$ cat config.mk
export PLATFORM = sky130hd
export DESIGN_NAME = lsu_stage
export DESIGN_NICKNAME = d
export VERILOG_FILES = /design/src/rtl/lsu_pkg.sv /design/src/rtl/lsu_load_align.sv /design/src/rtl/lsu_stage.sv
export SDC_FILE = /design/constraint.sdc
export NUM_CORES = 1
export LEC_CHECK = 0
export ABC_AREA = 1
export CORE_MARGIN = 2
export CORE_UTILIZATION = 35
export CTS_CLUSTER_DIAMETER = 150
export DETAILED_ROUTE_END_ITERATION = 10
export GPL_TIMING_DRIVEN = 0
export PLACE_DENSITY = 0.68
export SYNTH_ARGS = -nofsm -noshare
export SYNTH_HDL_FRONTEND = slang
export SYNTH_SLANG_ARGS = --single-unit
$ cat constraint.sdc
create_clock -name i_clk -period 3 [get_ports i_clk]
set_input_delay 0.3 -clock i_clk [delete_from_list [all_inputs] [get_ports i_clk]]
set_output_delay 0.3 -clock i_clk [all_outputs]
set_load 0.01 [all_outputs]
$ cat src/rtl/lsu_pkg.sv
// lsu_pkg: access-type, state and size definitions shared by the load/store stage.
package lsu_pkg;
    typedef enum logic [2:0] {
        LB  = 3'b000,
        LH  = 3'b001,
        LW  = 3'b010,
        LBU = 3'b100,
        LHU = 3'b101
    } load_store_type_t;

    localparam load_store_type_t SB = LB;
    localparam load_store_type_t SH = LH;
    localparam load_store_type_t SW = LW;

    typedef enum logic {IDLE, MEM_WAIT} lsu_state_t;

    typedef enum logic [1:0] {SZ_B, SZ_H, SZ_W} lsu_size_t;

    // Undefined funct3 encodings fall through to word size.
    function automatic lsu_size_t lsu_size(input logic [2:0] t);
        return (t[1:0] == 2'b00) ? SZ_B : (t[1:0] == 2'b01) ? SZ_H : SZ_W;
    endfunction

    function automatic logic lsu_misaligned(input logic [2:0] t, input logic [1:0] a);
        return (lsu_size(t) == SZ_H && a[0]) || (lsu_size(t) == SZ_W && a != 2'b00);
    endfunction
endpackage

$ cat src/rtl/lsu_load_align.sv
// lsu_load_align: extracts and sign/zero-extends the addressed lanes of a read word.
module lsu_load_align
    import lsu_pkg::*;
(
    input  logic [31:0] i_rdata,
    input  logic [1:0]  i_offset,
    input  logic [2:0]  i_type,
    output logic [31:0] o_data
);
    logic [15:0] w_half;
    logic [7:0]  w_byte;
    logic        w_signed;

    always_comb begin
        w_half   = 16'(i_rdata >> {i_offset, 3'b000});
        w_byte   = w_half[7:0];
        w_signed = ~i_type[2];
        o_data   = (lsu_size(i_type) == SZ_B) ? {{24{w_signed & w_byte[7]}}, w_byte}
                 : (lsu_size(i_type) == SZ_H) ? {{16{w_signed & w_half[15]}}, w_half}
                 : i_rdata;
    end
endmodule

$ cat src/rtl/lsu_stage.sv
// lsu_stage: load/store + writeback stage with a single-outstanding req/ack data bus.
module lsu_stage
    import lsu_pkg::*;
#(
    parameter int TIMEOUT_CYCLES = 16,
    parameter int ADDR_WIDTH     = 32
) (
    input  logic                  i_clk,
    input  logic                  i_rst_n,
    input  logic                  i_valid,
    input  logic                  i_is_reg_write,
    input  logic                  i_is_mem_read,
    input  logic                  i_is_mem_write,
    input  logic [31:0]           i_mem_address,
    input  logic [4:0]            i_rd_id,
    input  logic [31:0]           i_mem_data,
    input  logic [31:0]           i_reg_data,
    input  logic [2:0]            i_load_store_type,
    output logic                  o_stall,
    output logic                  o_mem_req,
    output logic                  o_mem_we,
    output logic [ADDR_WIDTH-1:0] o_mem_addr,
    output logic [31:0]           o_mem_wdata,
    output logic [3:0]            o_mem_be,
    input  logic                  i_mem_ack,
    input  logic [31:0]           i_mem_rdata,
    output logic                  o_wb_enable,
    output logic [4:0]            o_wb_rd_id,
    output logic [31:0]           o_wb_data,
    output logic                  o_misaligned,
    output logic                  o_bus_error
);
    localparam int CW = $clog2(TIMEOUT_CYCLES + 1);

    lsu_state_t            r_state, w_next;
    logic [CW-1:0]         r_cnt;
    logic [ADDR_WIDTH-1:0] r_addr;
    logic                  r_we;
    logic [2:0]            r_type;
    logic [4:0]            r_rd;
    logic [31:0]           r_wdata;
    logic [3:0]            r_be;
    logic                  r_wb_en, r_mis, r_berr;
    logic [4:0]            r_wb_rd;
    logic [31:0]           r_wb_data;

    logic                  w_mem, w_mis, w_accept, w_done, w_timeout;
    lsu_size_t             w_sz;
    logic [1:0]            w_off;
    logic [31:0]           w_sdata, w_load;
    logic [3:0]            w_sbe;

    assign w_mem     = i_is_mem_read | i_is_mem_write;
    assign w_mis     = lsu_misaligned(i_load_store_type, i_mem_address[1:0]);
    assign w_accept  = r_state == IDLE && i_valid && w_mem && !w_mis;
    assign w_done    = r_state == MEM_WAIT && i_mem_ack;
    assign w_timeout = r_state == MEM_WAIT && !i_mem_ack && r_cnt == CW'(TIMEOUT_CYCLES - 1);
    assign w_sz      = lsu_size(i_load_store_type);
    assign w_off     = i_mem_address[1:0];
    assign w_sdata   = (w_sz == SZ_B) ? {4{i_mem_data[7:0]}}
                     : (w_sz == SZ_H) ? {2{i_mem_data[15:0]}} : i_mem_data;
    assign w_sbe     = (w_sz == SZ_B) ? 4'b0001 << w_off
                     : (w_sz == SZ_H) ? 4'b0011 << w_off : 4'b1111;

    lsu_load_align u_align (
        .i_rdata  (i_mem_rdata),
        .i_offset (r_addr[1:0]),
        .i_type   (r_type),
        .o_data   (w_load)
    );

    always_ff @(posedge i_clk) begin
        r_state <= !i_rst_n ? IDLE : w_next;
    end

    // Stall drops in the completing cycle so the held bundle is not re-issued.
    always_comb begin
        w_next  = r_state;
        o_stall = 1'b0;
        w_next  = w_accept ? MEM_WAIT : (w_done || w_timeout) ? IDLE : r_state;
        o_stall = i_rst_n && (w_accept || (r_state == MEM_WAIT && !i_mem_ack && !w_timeout));
    end

    always_ff @(posedge i_clk) begin
        if (!i_rst_n) begin
            r_cnt     <= '0;
            r_addr    <= '0;
            r_we      <= 1'b0;
            r_type    <= 3'b000;
            r_rd      <= 5'd0;
            r_wdata   <= 32'd0;
            r_be      <= 4'd0;
            r_wb_en   <= 1'b0;
            r_wb_rd   <= 5'd0;
            r_wb_data <= 32'd0;
            r_mis     <= 1'b0;
            r_berr    <= 1'b0;
        end else begin
            r_wb_en <= 1'b0;
            r_mis   <= 1'b0;
            r_berr  <= w_timeout;
            r_cnt   <= (r_state == MEM_WAIT) ? r_cnt + 1'b1 : '0;
            if (w_accept) begin
                r_addr  <= i_mem_address[ADDR_WIDTH-1:0];
                r_we    <= i_is_mem_write;
                r_type  <= i_load_store_type;
                r_rd    <= i_rd_id;
                r_wdata <= w_sdata;
                r_be    <= w_sbe;
            end
            if (r_state == IDLE && i_valid && !w_mem && i_is_reg_write) begin
                r_wb_en   <= i_rd_id != 5'd0;
                r_wb_rd   <= i_rd_id;
                r_wb_data <= i_reg_data;
            end
            if (r_state == IDLE && i_valid && w_mem && w_mis)
                r_mis <= 1'b1;
            if (w_done && !r_we) begin
                r_wb_en   <= r_rd != 5'd0;
                r_wb_rd   <= r_rd;
                r_wb_data <= w_load;
            end
        end
    end

    assign o_mem_req    = r_state == MEM_WAIT;
    assign o_mem_we     = r_we;
    assign o_mem_addr   = {r_addr[ADDR_WIDTH-1:2], 2'b00};
    assign o_mem_wdata  = r_wdata;
    assign o_mem_be     = r_be;
    assign o_wb_enable  = r_wb_en;
    assign o_wb_rd_id   = r_wb_rd;
    assign o_wb_data    = r_wb_data;
    assign o_misaligned = r_mis;
    assign o_bus_error  = r_berr;
endmodule
==> metrics.md, run 1 <==
| Metric | Value |
|---|---|
| Vias per inst | 4.91 |
| Register share of total power | 0.393 |
| Clk slew on worst S/H paths | roughly 0.06 ns |
| Max_cap viols | 0 |
| Seq/Total Area, Yosys | 0.415 |
| Post-synth ARST share | 0 |
| Switch Pwr | 1250 µW |
| Layout Skew | 0.00638 ns |
| Num CTS Buffers | 17 |
| Row cnt | 47 |
| Count of cell types in the netlist | 36 |
| Final HPWL DP | 16500 µm |
| Critical R2R Launch | o_mem_req |
| Final hold slack | 0.244 ns |
| RSZ-0062 raised after global routing | false |
| Combinational power share | 0.216 |
| WL/cell | 16.2 µm |
| Placer Congestion | approximately 0.90 |
| Startpoint types | input port |
| Min Tclk post-route | 2.88 ns |
| Rel. slew slack | 0.630 |
| Setup CP Type | in -> out |
| Hold wc startpoint | i_load_store_type[1] |
| Fin nets | 1249 |
| Fillers | 1632 |
| Leading cell type in the layout, fill and taps excluded | clkdlybuf4s50_1 |
| Period utilisation layout | 0.960 |
| Antenna diode count | 0 |
| Clock insertion delay at the later pin of the skew report | 0.41 ns |
| Layout cells sized above 1 | 0.113 |
| Max FO, Critical Path | 10 |
| Antenna viol nets, final | 0 |
| Drt drc | 0 |
| Core Region | approximately 17000 µm² |
| Ys Warns | 0 |
| Post-CTS Setup Bufs | 0 |
| CTS HTree Levels | 4 |
| Slew @ Worst Pin | roughly 0.55 ns |
| Chip width | 134 µm |
| Register area | 2460 µm² |
| Global-route wire length before repair | 33500 µm |
| CP Cell Sequence | clkdlybuf4s50_1 > inv_1 > ha_1 > or2_4 > nand2_4 > nor2_4 > inv_2 > clkbuf_4 > a21oi_1 > clkdlybuf4s50_1 |
| Area delta synth->final | 55.7% |
| IO Port Bufs | 250 |
| Largest net degree at the start of global routing | 17 |
| Via count | 6535 |
| Setup violations, final | 0 |
| Total GRT Usage | 0.238 |
| Multi-input gate area | 2780 µm² |
| Final core utilization | 0.557 |
| Req. time, crit path | between 2 and 3 ns |
| Final wirelength | 21600 µm |
| Antenna violations before repair | 0 |
| R2R setup slack | 1.21 ns |
| Pint | between 3000 and 4000 µW |
| Status | finished clean |
| EDFF count, synth | 0 |
| Max Slew Vio Count | 0 |
| Worst EP arrival | 2.58 ns |
| Most frequent cells in the layout | 250 x clkdlybuf4s50_1, 172 x nand2_1, 123 x dfxtp_1 |
| Crit path max-delay cell type | clkdlybuf4s50_1 |
| Gr ovfl total | 0 |
| Mean Syn Cell Area | 7.15 µm² |
| Pwr dens | 499 nW/µm² |
| Starting Density | 0.358 |
| Die Area | 18000 µm² |
| Hold Crit Class | in -> reg |
| Clk pwr share | 0.392 |
| Lkg Pwr | between 0.003 and 0.004 µW |
| Peak Freq | 0.347 GHz |
| #FFs+latches synth | 123 |
| Root Driver | clkbuf_16 |
| Critical Path Most Common Cell | clkdlybuf4s50_1 |
| Cells after Synth | 830 |
| CP startpoint | i_mem_address[0] |
| Final Hold Viols | 0 |
| DRT Pass-1 Iters | 5 |
| Die H | around 130 µm |
| CTS max path bufs | 2 |
| Vias in the first global route | 6391 |
| Most used DFF post-synth | dfxtp_1 |
| Setup crit end kind | primary output |
| DR iter-0 viols | 394 |
| Pwr Total | 4610 µW |
| Sw frac | 0.271 |
| IO Count | 254 |
| Peak supply drop | 0.354 mV |
| Synthesized area | 5930 µm² |
| Clock tree from TritonCTS | built |
| Critical path's largest stage delay | between 0.5 and 0.6 ns |
| Cts hold-fix bufs | 0 |
| # clock sinks | 123 |
-- stage by stage --
step | cell area [µm²] | setup TNS [ns] | setup WS [ns] | cells
CTS | 9230 | 0 | 0.0121 | 1332
finish | 9230 | 0 | 0.119 | 1332
global route | 9230 | 0 | 0.00665 | 1332
detailed placement | 8710 | -0.125 | -0.125 | 1301
global placement | 8710 | -0.113 | -0.113 | 1301
floorplan | 5930 | 0 | 1.42 | 831
-- worst max-delay path: cells and delay by family --
kind | cells | cell delay [ns]
AOI/OAI and AO/OA | 1 | 0.08
adders and majority gates | 1 | 0.23
and+or+nand+nor | 3 | 0.39
buffers and inverters | 5 | 1.57
-- routing by layer --
| metal | vias to the layer above | part of all wire | track usage | wire length (µm) |
|---|---|---|---|---|
| met5 | - | 0 | 0 | 0 |
| met4 | 0 | 0.020 | 0.0754 | 426 |
| met3 | 30 | 0.10 | 0.0831 | 2250 |
| met2 | 276 | 0.46 | 0.394 | 9970 |
| met1 | 2969 | 0.42 | 0.290 | 8990 |
| li1 | 3260 | - | - | - |
-- Yosys cell counts, types with 2 or more instances --
master | number | share of area
a211oi_1 | 3 | 0.0038
a21oi_1 | 72 | 0.061
a31oi_1 | 21 | 0.022
a41oi_1 | 8 | 0.012
buf_1 | 2 | 0.0013
buf_2 | 18 | 0.015
buf_4 | 36 | 0.046
buf_6 | 8 | 0.015
clkbuf_1 | 20 | 0.013
dfxtp_1 | 123 | 0.42
ha_1 | 6 | 0.013
inv_1 | 37 | 0.023
inv_2 | 4 | 0.0025
nand2_1 | 172 | 0.11
nand2_2 | 4 | 0.0042
nand2_4 | 2 | 0.0038
nand3_1 | 30 | 0.025
nor2_1 | 96 | 0.061
nor2_2 | 3 | 0.0032
nor2_4 | 2 | 0.0038
nor3_1 | 2 | 0.0017
o21ai_0 | 114 | 0.096
o21ai_1 | 14 | 0.012
o21bai_1 | 2 | 0.0025
o22ai_1 | 3 | 0.0032
o41ai_1 | 2 | 0.0030
or2_1 | 4 | 0.0042
or2_2 | 14 | 0.015
-- path summary, 6_finish.rpt --
| path | to | depth (start not counted) |
|---|---|---|
| min reg2reg | r_cnt[0] | 1 |
| max reg2reg | o_wb_data[28] | 8 |
| max | o_stall | 10 |
| min | o_mem_wdata[28] | 3 |
-- power groups by stage --
stage / Clock (µW) / Combinational, µW / Sequential, µW
6_report: 1810 / 993 / 1810
5_1_grt: 1900 / 1090 / 1820
2_1_floorplan: 0 / 423 / 1860
3_3_place_gp: 0 / 988 / 1840
4_1_cts: 1840 / 998 / 1810
3_5_place_dp: 0 / 990 / 1840
-- cells by family (layout without fill, tap and decap cells) --
family          count (synthesis)  count (layout)  share of synthesized area
compound gates                241             241                      0.219
flops                         123             123                      0.415
simple gates                  332             332                      0.235
other cells                     1               2                   0.000632
fa+ha+maj                       6               6                     0.0127
buf+inv                       127             408                      0.118
-- state kept, by name (all words and copies together), names as in the netlist, 3 cells and up --
register,count
o_mem_be,4
o_mem_wdata,32
o_wb_data,32
o_wb_rd_id,5
r_addr,32
r_cnt,5
r_rd,5
r_type,3
-- layout make-up --
cell class | instances | share of cell area
clock inverter | 8 | 0.00501
timing repair buffer | 250 | 0.271
tap | 220 | 0.0298
clock buffer | 23 | 0.0507
buffer | 85 | 0.0587
inverter | 42 | 0.0173
sequential | 123 | 0.267
multi-input combinational | 581 | 0.301
-- timing repair --
action / CTS / global route
pin swaps: 0 / 0
gates cloned: 0 / 0
resized for setup: 1 / 2
endpoints found under the setup margin: 1 / 1
No activity file was read; power rests on OpenSTA's default activity.
==> run 2: changes to the inputs <==
--- a/config.mk
+++ b/config.mk
@@ -6,12 +6,12 @@
 export NUM_CORES = 1
 export LEC_CHECK = 0
 export ABC_AREA = 1
-export CORE_MARGIN = 2
+export CORE_MARGIN = 5
 export CORE_UTILIZATION = 35
 export CTS_CLUSTER_DIAMETER = 150
 export DETAILED_ROUTE_END_ITERATION = 10
 export GPL_TIMING_DRIVEN = 0
-export PLACE_DENSITY = 0.68
+export PLACE_DENSITY = 0.64
 export SYNTH_ARGS = -nofsm -noshare
 export SYNTH_HDL_FRONTEND = slang
 export SYNTH_SLANG_ARGS = --single-unit
==> constraint.sdc (replaced) <==
create_clock -name i_clk -period 3 [get_ports i_clk]
set_input_delay 0.3 -clock i_clk [delete_from_list [all_inputs] [get_ports i_clk]]
set_output_delay 0.3 -clock i_clk [all_outputs]
set_load 0.005 [all_outputs]
==> metrics.md, run 2 (same netlist as run 1, synthesis figures left out) <==
| Metric | Value |
|---|---|
| Setup CP Type | in -> out |
| Rel. slew slack | 0.602 (-0.0278) |
| Startpoint types | input port |
| Antenna violations before repair | 1 (+1) |
| Req. time, crit path | 2.70 ns (about the same) |
| Critical path's largest stage delay | 0.56 ns (about the same) |
| Starting Density | 0.358 (unchanged) |
| Global-route wire length before repair | 34300 µm (+2.3%) |
| Final Hold Viols | 0 (unchanged) |
| Lkg Pwr | 0.00389 µW (+1.0%) |
| Setup violations, final | 0 (unchanged) |
| Fin nets | 1248 (-0.080%) |
| Clock insertion delay at the later pin of the skew report | 0.41 ns (about the same) |
| Pwr Total | 4830 µW (+4.9%) |
| # clock sinks | 123 (unchanged) |
| Crit path max-delay cell type | clkdlybuf4s50_1 |
| Max Slew Vio Count | 0 (unchanged) |
| Layout cells sized above 1 | 0.113 (-0.000697) |
| Placed cell area | 8710 µm² (unchanged) |
| Clk slew on worst S/H paths | 0.05 ns (about the same) |
| Drt drc | 0 (unchanged) |
| Final HPWL DP | 17000 µm (+3.4%) |
| IO Count | 254 (unchanged) |
| Final std cells w/o fill | 1330 (-0.15%) |
| Antenna diode count | 0 (unchanged) |
| Die Area | 19600 µm² (+9.1%) |
| Root Driver | clkbuf_16 |
| DR iter-0 viols | 423 (+7.4%) |
| Die H | 140 µm (+4.5%) |
| Pwr dens | 519 nW/µm² (+4.1%) |
| Number of buffers and inverters on the critical path | 4 (-1) |
| Gr ovfl total | 0 (unchanged) |
| Most frequent cells in the layout | 249 x clkdlybuf4s50_1, 172 x nand2_1, 123 x dfxtp_1 |
| Pre-CTS setup slack | -0.138 ns (-0.0134 ns) |
| Slew @ Worst Pin | 0.596 ns (+0.0417 ns) |
| Status | finished clean |
| Register area | 2460 µm² (unchanged) |
| Layout Skew | 0.00445 ns (-0.00193 ns) |
| Max FO, Critical Path | 16 (+6) |
| Period utilisation layout | 0.918 (-0.0420) |
| Final wirelength | 22200 µm (+2.7%) |
| Setup crit end kind | primary output |
| RSZ-0062 raised after global routing | false |
| Placer Congestion | 0.882 (-2.4%) |
| CTS HTree Levels | 4 (unchanged) |
| IO Port Bufs | 250 (unchanged) |
| Final worst setup slack | 0.245 ns (+0.126 ns) |
| Vias in the first global route | 6398 (+0.11%) |
| Clock tree from TritonCTS | built |
| WL/cell | 16.7 µm (+2.9%) |
| Leading cell type in the layout, fill and taps excluded | clkdlybuf4s50_1 |
| Antenna viol nets, final | 0 (unchanged) |
| Core Region | 16600 µm² (unchanged) |
| DRT Pass-1 Iters | 7 (+2) |
| Largest net degree at the start of global routing | 17 (unchanged) |
| Post-Layout Inst Area | 9300 µm² (+0.76%) |
| Fillers | 1638 (+0.37%) |
| CP delay by family, top | buffers and inverters |
| Post-CTS Setup Bufs | 0 (unchanged) |
| Multi-input gate area | 2770 µm² (about the same) |
| Worst EP arrival | 2.45 ns (-0.13 ns) |
| Vias per inst | 4.84 (-1.3%) |
| Max_cap viols | 0 (unchanged) |
| Total GRT Usage | 0.220 (-0.0178) |
| Peak supply drop | 0.395 mV (+12%) |
| Critical Path Most Common Cell | clkdlybuf4s50_1 |
| Row cnt | 47 (unchanged) |
| Area delta synth->final | 56.9% |
| Peak Freq | 0.363 GHz (+4.6%) |
| Hold Crit Class | in -> reg |
| Num CTS Buffers | 17 (unchanged) |
| Min Tclk post-route | 2.75 ns (-0.126 ns) |
| Via count | 6440 (-1.5%) |
| CTS max path bufs | 2 (unchanged) |
| Chip width | 140 µm (+4.5%) |
| Inst Count DP | 1301 (unchanged) |
| CP Cell Sequence | clkdlybuf4s50_1 > inv_1 > ha_1 > or2_4 > nand2_4 > nor2_4 > inv_2 > a21oi_1 > clkdlybuf4s50_1 |
## run 2: cell type report
| class | instances | share of cell area |
|---|---|---|
| multi-input combinational | 581 | 0.298 |
| timing repair buffer | 250 | 0.269 |
| sequential | 123 | 0.265 |
| buffer | 84 | 0.0574 |
| clock buffer | 22 | 0.0510 |
| tap | 220 | 0.0296 |
| inverter | 42 | 0.0172 |
| clock inverter | 8 | 0.0126 |
## run 2: final timing paths
kind | startpoint | endpoint | slack (ns) | cells after the start
worst max register to register | o_mem_req | r_addr[1] | 1.12 | 9
worst max-delay path | i_mem_address[0] | o_stall | 0.25 | 9
worst min register to register | r_cnt[0] | r_cnt[0] | 0.45 | 1
worst min-delay path | i_load_store_type[1] | o_mem_wdata[24] | 0.25 | 3
## run 2: per-layer routing
layer	GRT usage	wire, µm
met1	0.265	9320
met4	0.0668	325
met5	0	20
met3	0.0907	2400
met2	0.359	10200
## run 2: where the power goes
part / internal, µW / total (µW) / leakage, µW / switching [µW]
sequential: 1750 / 1810 / 0.00101 / 58.8
clock: 1360 / 2070 / 0.000292 / 718
combinational: 521 / 950 / 0.00259 / 429
total: 3630 / 4830 / 0.00389 / 1210
## run 2: stage by stage
step                      utilization  setup TNS (ns)  hold WS, ns
after detailed placement        0.525          -0.138        0.440
final                           0.561               0        0.246
after global routing            0.561               0        0.257
after global placement          0.525          -0.129        0.433
after CTS                       0.561               0        0.229
after floorplan                     -               0        0.379
## run 2: timing repair
action,4_1_cts,5_1_grt
cloned,0,0
endpoints found under the setup margin,1,1
resized for setup,1,1
hold buffers,0,0
## run 2: worst min-delay path, delay by kind of cell
kind                   cells  cell delay, ns
and+or+nand+nor            1            0.06
AOI/OAI and AO/OA          1            0.11
buffers and inverters      1            0.13
